`config.mk`:
```
export PLATFORM = sky130hd
export DESIGN_NAME = if_fetch_ctrl
export DESIGN_NICKNAME = d
export VERILOG_FILES = /design/src/rtl/if_fetch_ctrl.sv
export SDC_FILE = /design/constraint.sdc
export NUM_CORES = 1
export LEC_CHECK = 0
export BUFFER_PORTS_ARGS = -buffer_cell sky130_fd_sc_hd__buf_4
export CORE_ASPECT_RATIO = 0.7
export CORE_MARGIN = 5
export CORE_UTILIZATION = 35
export CTS_BUF_LIST = sky130_fd_sc_hd__clkbuf_4 sky130_fd_sc_hd__clkbuf_8 sky130_fd_sc_hd__clkbuf_16
export DETAILED_ROUTE_END_ITERATION = 6
export GPL_TIMING_DRIVEN = 0
export SYNTH_ARGS = -nofsm -noshare
export SYNTH_HDL_FRONTEND = slang
export SYNTH_SLANG_ARGS = --single-unit
```
`constraint.sdc`:
```
create_clock -name clk_i -period 6.6 [get_ports clk_i]
set_input_delay 1.98 -clock clk_i [delete_from_list [all_inputs] [get_ports clk_i]]
set_output_delay 1.98 -clock clk_i [all_outputs]
set_load 0.01 [all_outputs]
```
`src/rtl/if_fetch_ctrl.sv`:
```
// Instruction-fetch front end: drives a synchronous one-cycle ROM, tracks the
// in-flight read, and presents (pc, inst, valid) to IF/ID with stall holding.
module if_fetch_ctrl #(
   parameter int unsigned          ADDR_WIDTH = 32,
   parameter int unsigned          DATA_WIDTH = 32,
   parameter logic [ADDR_WIDTH-1:0] RESET_PC  = '0
) (
   input  logic                  clk_i,
   input  logic                  rst_i,
   input  logic                  stall_i,
   input  logic                  redirect_i,
   input  logic [ADDR_WIDTH-1:0] redirect_pc_i,
   output logic                  rom_ce_o,
   output logic [ADDR_WIDTH-1:0] rom_addr_o,
   input  logic [DATA_WIDTH-1:0] rom_inst_i,
   output logic [ADDR_WIDTH-1:0] if_pc_o,
   output logic [DATA_WIDTH-1:0] if_inst_o,
   output logic                  if_valid_o,
   output logic                  misalign_o
);

   typedef enum logic {StIdle, StRun} st_e;

   st_e                   st_q;
   logic [ADDR_WIDTH-1:0] pc_q;
   logic [ADDR_WIDTH-1:0] resp_pc_q;
   logic                  resp_valid_q;
   logic                  held_q;
   logic [DATA_WIDTH-1:0] hold_inst_q;
   logic                  misalign_q;

   logic                  fetch_en;
   logic [ADDR_WIDTH-1:0] pc_inc;
   logic [ADDR_WIDTH-1:0] redirect_aligned;

   // Fetch enable, sequential successor and aligned redirect target.
   always_comb begin
      fetch_en         = (st_q == StRun);
      pc_inc           = pc_q + ADDR_WIDTH'(4);
      redirect_aligned = {redirect_pc_i[ADDR_WIDTH-1:2], 2'b00};
   end

   // All state: FSM, PC, response tracking and stall capture.
   // Priority each edge: redirect, then stall, then advance.
   always_ff @(posedge clk_i or posedge rst_i) begin
      if (rst_i) begin
         st_q         <= StIdle;
         pc_q         <= RESET_PC;
         resp_pc_q    <= RESET_PC;
         resp_valid_q <= 1'b0;
         held_q       <= 1'b0;
         hold_inst_q  <= '0;
         misalign_q   <= 1'b0;
      end else begin
         // IDLE lasts exactly one cycle, independent of stall/redirect.
         st_q       <= StRun;
         misalign_q <= 1'b0;
         if (redirect_i) begin
            // Killing resp_valid_q drops the fetch already in flight.
            pc_q         <= redirect_aligned;
            resp_valid_q <= 1'b0;
            held_q       <= 1'b0;
            misalign_q   <= (redirect_pc_i[1:0] != 2'b00);
         end else if (stall_i) begin
            // ROM re-reads pc_q during the stall; only the presented word needs capturing.
            if (resp_valid_q && !held_q) begin
               hold_inst_q <= rom_inst_i;
               held_q      <= 1'b1;
            end
         end else begin
            resp_pc_q    <= pc_q;
            resp_valid_q <= fetch_en;
            held_q       <= 1'b0;
            if (fetch_en) begin
               pc_q <= pc_inc;
            end
         end
      end
   end

   // Outputs decode directly from registered state.
   always_comb begin
      rom_ce_o   = fetch_en;
      rom_addr_o = pc_q;
      if_pc_o    = resp_pc_q;
      if_valid_o = resp_valid_q;
      if_inst_o  = held_q ? hold_inst_q : rom_inst_i;
      misalign_o = misalign_q;
   end

endmodule

```
* After elaboration in Yosys (flattened, before gate mapping)
Cells that the tools add are included.
** Cells by class
- Add/sub/neg operators :: 1
- Equality and inequality tests :: 2
- Muxes and demuxes :: 10
- Bitwise operators :: 2
- Reductions and logical operators :: 7
** Operators by type and width (number)
- $mux W32 :: 4
- $add A32 B3 Y32 const B :: 1
- $mux W1 :: 6
- $reduce_and A2 Y1 :: 2
- $reduce_bool A2 Y1 :: 2
- $ne A3 B1 Y1 const B :: 1
- $reduce_and A3 Y1 :: 1
- $ne A2 B1 Y1 const B :: 1
- $not A1 Y1 :: 2
- $logic_and A1 B1 Y1 :: 1
- $logic_not A1 Y1 :: 1
** Word-level totals
- Bits in registers :: 100
- Input bits :: 68
- Output and inout port bits :: 99
- Word-level logic and storage cells :: 29

* Depth between registers and ports, before layout
- Depth in word-level cells :: 5
- Gate-level depth with buffers :: 7
- Depth with buffers taken out :: 5

* Worst setup path before layout
Ideal clock, no wire load.
- Path type :: input-to-output
- From :: input rom_inst_i[0]
- To :: output if_inst_o[0]
- Data arrival time :: 2252 ps
- Data required time :: 4620 ps
- Setup slack :: 2368 ps
- Stages on the path :: 1
- Path through :: mux2_2
** Between the ends
- Cells in the longest elaborated chain, start to end :: 1
** Ends and longest elaborated chain
- start: declaration :: line 15 : input logic [DATA_WIDTH-1:0] rom_inst_i,
- $mux W32 :: line 87 : if_inst_o = held_q ? hold_inst_q : rom_inst_i;
- end: declaration :: line 17 : output logic [DATA_WIDTH-1:0] if_inst_o,
No other way between the ends.

* Worst setup path after layout
- From :: input rom_inst_i[7]
- To :: output if_inst_o[7]
The elaborated chain is that of the path after synthesis.

==> results.ini <==
[power_and_ir_drop]
pwr-share-clk_pct=30.2
p_int_uw=1160
power_frac_seq_pct=47.6
combPwrFrac_pct=22.2
sw_frac_of_total_pct=27.8
finalPower_uw=1610
p_switching_uw=447
pwr_density_cell_nw_per_um2=254
p_leak_uw=0.00281
worst_ir_drop_vdd_v=0.000130

[final_layout]
multiInputGateArea_um2=2070
nNetsFinal=637
area_growth_pct=37.6
diodes=0
drive_gt1_share_pct=49.4
ff_latch_area_um2=2400
fillers=1238

[synthesis]
ys.flop_type=dfrtp_1
yosys.cell_types.count=42
syn_area_um2=4610
ys_seq_area_share_pct=52.1
async_reset_ff_share_pct=100
synth_seq_cells=96
synth_edf_count=0
yosys_warnings=0
synthCells=392
synth.avg_cell_area_um2=11.8

[clock_network]
clkLatencyLatePin_ns=0.33
cts_buffers=9
clk_path_buf_depth=2
cts_resized=0
cts-root-buf=clkbuf_16
clk_pin_slew_ns=0.06
postCtsSetupRepairBufs=0
htreeDepth=3
cts_sinks=96
cts_tree=yes
cts_hold_buf=0

[worst_setup_path]
crit_required_ns=4.62
timing.rr.start=rom_addr_o[3]
crit_end=if_inst_o[7]
worst_path_max_delay_cell=mux2_2
cp_cell_sequence=buf_4, mux2_2, buf_4
reg2reg_slack_ns=4.24
cp_num_buf_inv=2
cp.arrival_ns=2.51
cp-startpoint=rom_inst_i[7]
crit_cells=3
path_delay_family=buffers and inverters
r2r_end=rom_addr_o[14]
crit_top_cell=buf_4
rr_worst_depth=7
cp_slowest_stage_delay_ns=0.27
critPathCaptureType=output port
critPathLaunchType=primary input
crit_fanout=2
worst-setup-path-type=in2out

[global_route]
grt_pass1_vias=3873
grt_max_degree=52
globalRoute.totalOverflow=0
antenna_found_initial=0
grt_pass1_wl_mm=20.9
track_usage_pct=16.6

[status]
outcome=completed

[die]
die_w_um=147
ios=167
initial_core_util_pct=35.4
die_h_um=106
core-area_um2=13100
row_count=35
fp.dieArea_um2=15600

[sta]
slew_viol_final=0
fin_crit_ns=4.49
max-slew-margin-rel_pct=54.7
post-route-period-util_pct=68.1
setup_viol=0
rsz0062_at_grt=no
worst_slew_pin_slew_ns=0.679
finalSetupTns_ns=0
hold_violations=0
fmax_mhz=223
clock_skew_ns=0.00719

[routing]
first_pass_iters=4
first_iter_violations=134
vias_per_cell=5.10
postRouteAntennaNets=0
vias=3771
drc=0
wirelength_mm=12.9
wire_per_inst_um=17.4

[placed_design]
globalplace.congestion=0.817
dp_hpwl_mm=9.88
io_buffer_count=161

[min_path]
hold_path.class=reg2reg

[flow_run]
cap_violations=0

power by group through the flow:
stage	Sequential, uW	Clock, uW	Combinational [uW]
after floorplan	784	0	165
after CTS	768	504	365
after detailed placement	778	0	364
final	766	486	357
after global routing	783	528	391
after global placement	772	0	353
worst min path at each step:
| stage | startpoint | to | slack (ns) | depth (start not counted) |
|---|---|---|---|---|
| 5_1_grt | hold_inst_q[22] | hold_inst_q[22] | 0.52 | 1 |
| 4_1_cts | hold_inst_q[6] | hold_inst_q[6] | 0.51 | 1 |
| 2_1_floorplan | hold_inst_q[30] | hold_inst_q[30] | 0.47 | 1 |
| 3_5_place_dp | hold_inst_q[3] | hold_inst_q[3] | 0.49 | 1 |
| 3_3_place_gp | hold_inst_q[5] | hold_inst_q[5] | 0.48 | 1 |
| 6_report | hold_inst_q[1] | hold_inst_q[1] | 0.50 | 1 |
registers in the layout (all words and copies together) (netlist names):
name         count
if_valid_o       1
if_pc_o         30
rom_ce_o         1
misalign_o       1
rom_addr_o      30
held_q           1
hold_inst_q     32
synthesized netlist by cell type, drive strengths merged, types with 2 or more instances:
master	count	area share, %
xnor2	7	1.3
or4	12	2.0
nor2	23	1.9
o31a	2	0.38
nor4	5	0.68
inv	8	0.65
nand2	23	1.9
buf	12	1.4
nor2b	2	0.27
mux2	94	23
nand4	10	1.5
nor3	3	0.33
or3	3	0.41
nand3	11	1.2
dfrtp	96	52
a31oi	15	2.0
conb	2	0.16
o31ai	10	1.6
xor2	3	0.57
clkbuf	16	1.3
o21ai	17	1.8
and4	3	0.57
cell families (layout without fill, tap and decap cells):
kind of cell,count (synthesis),in the layout,synth area share [%]
simple gates,102,102,12.3
flops,96,96,52.1
mux,95,95,23.2
compound gates,49,49,6.75
buf+inv,37,215,3.42
xor+xnor,10,10,1.90
other cells,2,5,0.163
fa+ha+maj,1,1,0.271
cell usage in the layout (no fill, tap or decap), drive strengths merged, types with 2 or more instances in the layout:
cell / Yosys / final
a31oi: 15 / 15
and4: 3 / 3
buf: 12 / 174
clkbuf: 16 / 26
clkinv: 1 / 4
conb: 2 / 5
dfrtp: 96 / 96
inv: 8 / 10
mux2: 94 / 94
nand2: 23 / 23
nand3: 11 / 11
nand4: 10 / 10
nor2: 23 / 23
nor2b: 2 / 2
nor3: 3 / 3
nor4: 5 / 5
o21ai: 17 / 17
o31a: 2 / 2
o31ai: 10 / 10
or3: 3 / 3
or4: 12 / 12
xnor2: 7 / 7
xor2: 3 / 3
metrics by stage:
stage | std cells | cell area [um2] | util [%] | hold WS (ns) | setup WS [ns]
CTS | 739 | 6350 | 48.6 | 0.507 | 2.11
global route | 739 | 6350 | 48.6 | 0.515 | 2.10
detailed placement | 723 | 6070 | 46.5 | 0.491 | 2.11
global placement | 722 | 6040 | 46.3 | 0.483 | 0.909
floorplan | 395 | 4630 | - | 0.475 | 2.11
finish | 739 | 6350 | 48.6 | 0.503 | 2.11
cell type report:
type	instances	area share [%]
Multi-Input combinational cell	262	32.5
Tap cell	166	3.27
Inverter	9	0.572
Sequential cell	96	37.8
Clock inverter	6	0.690
Buffer	28	1.95
Clock buffer	10	3.67
Timing Repair Buffer	162	19.5
layer usage:
metal | track usage [%] | share of wire [%] | vias to the layer above
li1 | - | - | 1782
met1 | 23.1 | 45 | 1865
met2 | 25.4 | 46 | 116
met3 | 5.88 | 7.9 | 8
met4 | 3.13 | 0.82 | 0
met5 | 0 | 0 | -
Power figures use the tool's default switching activity.
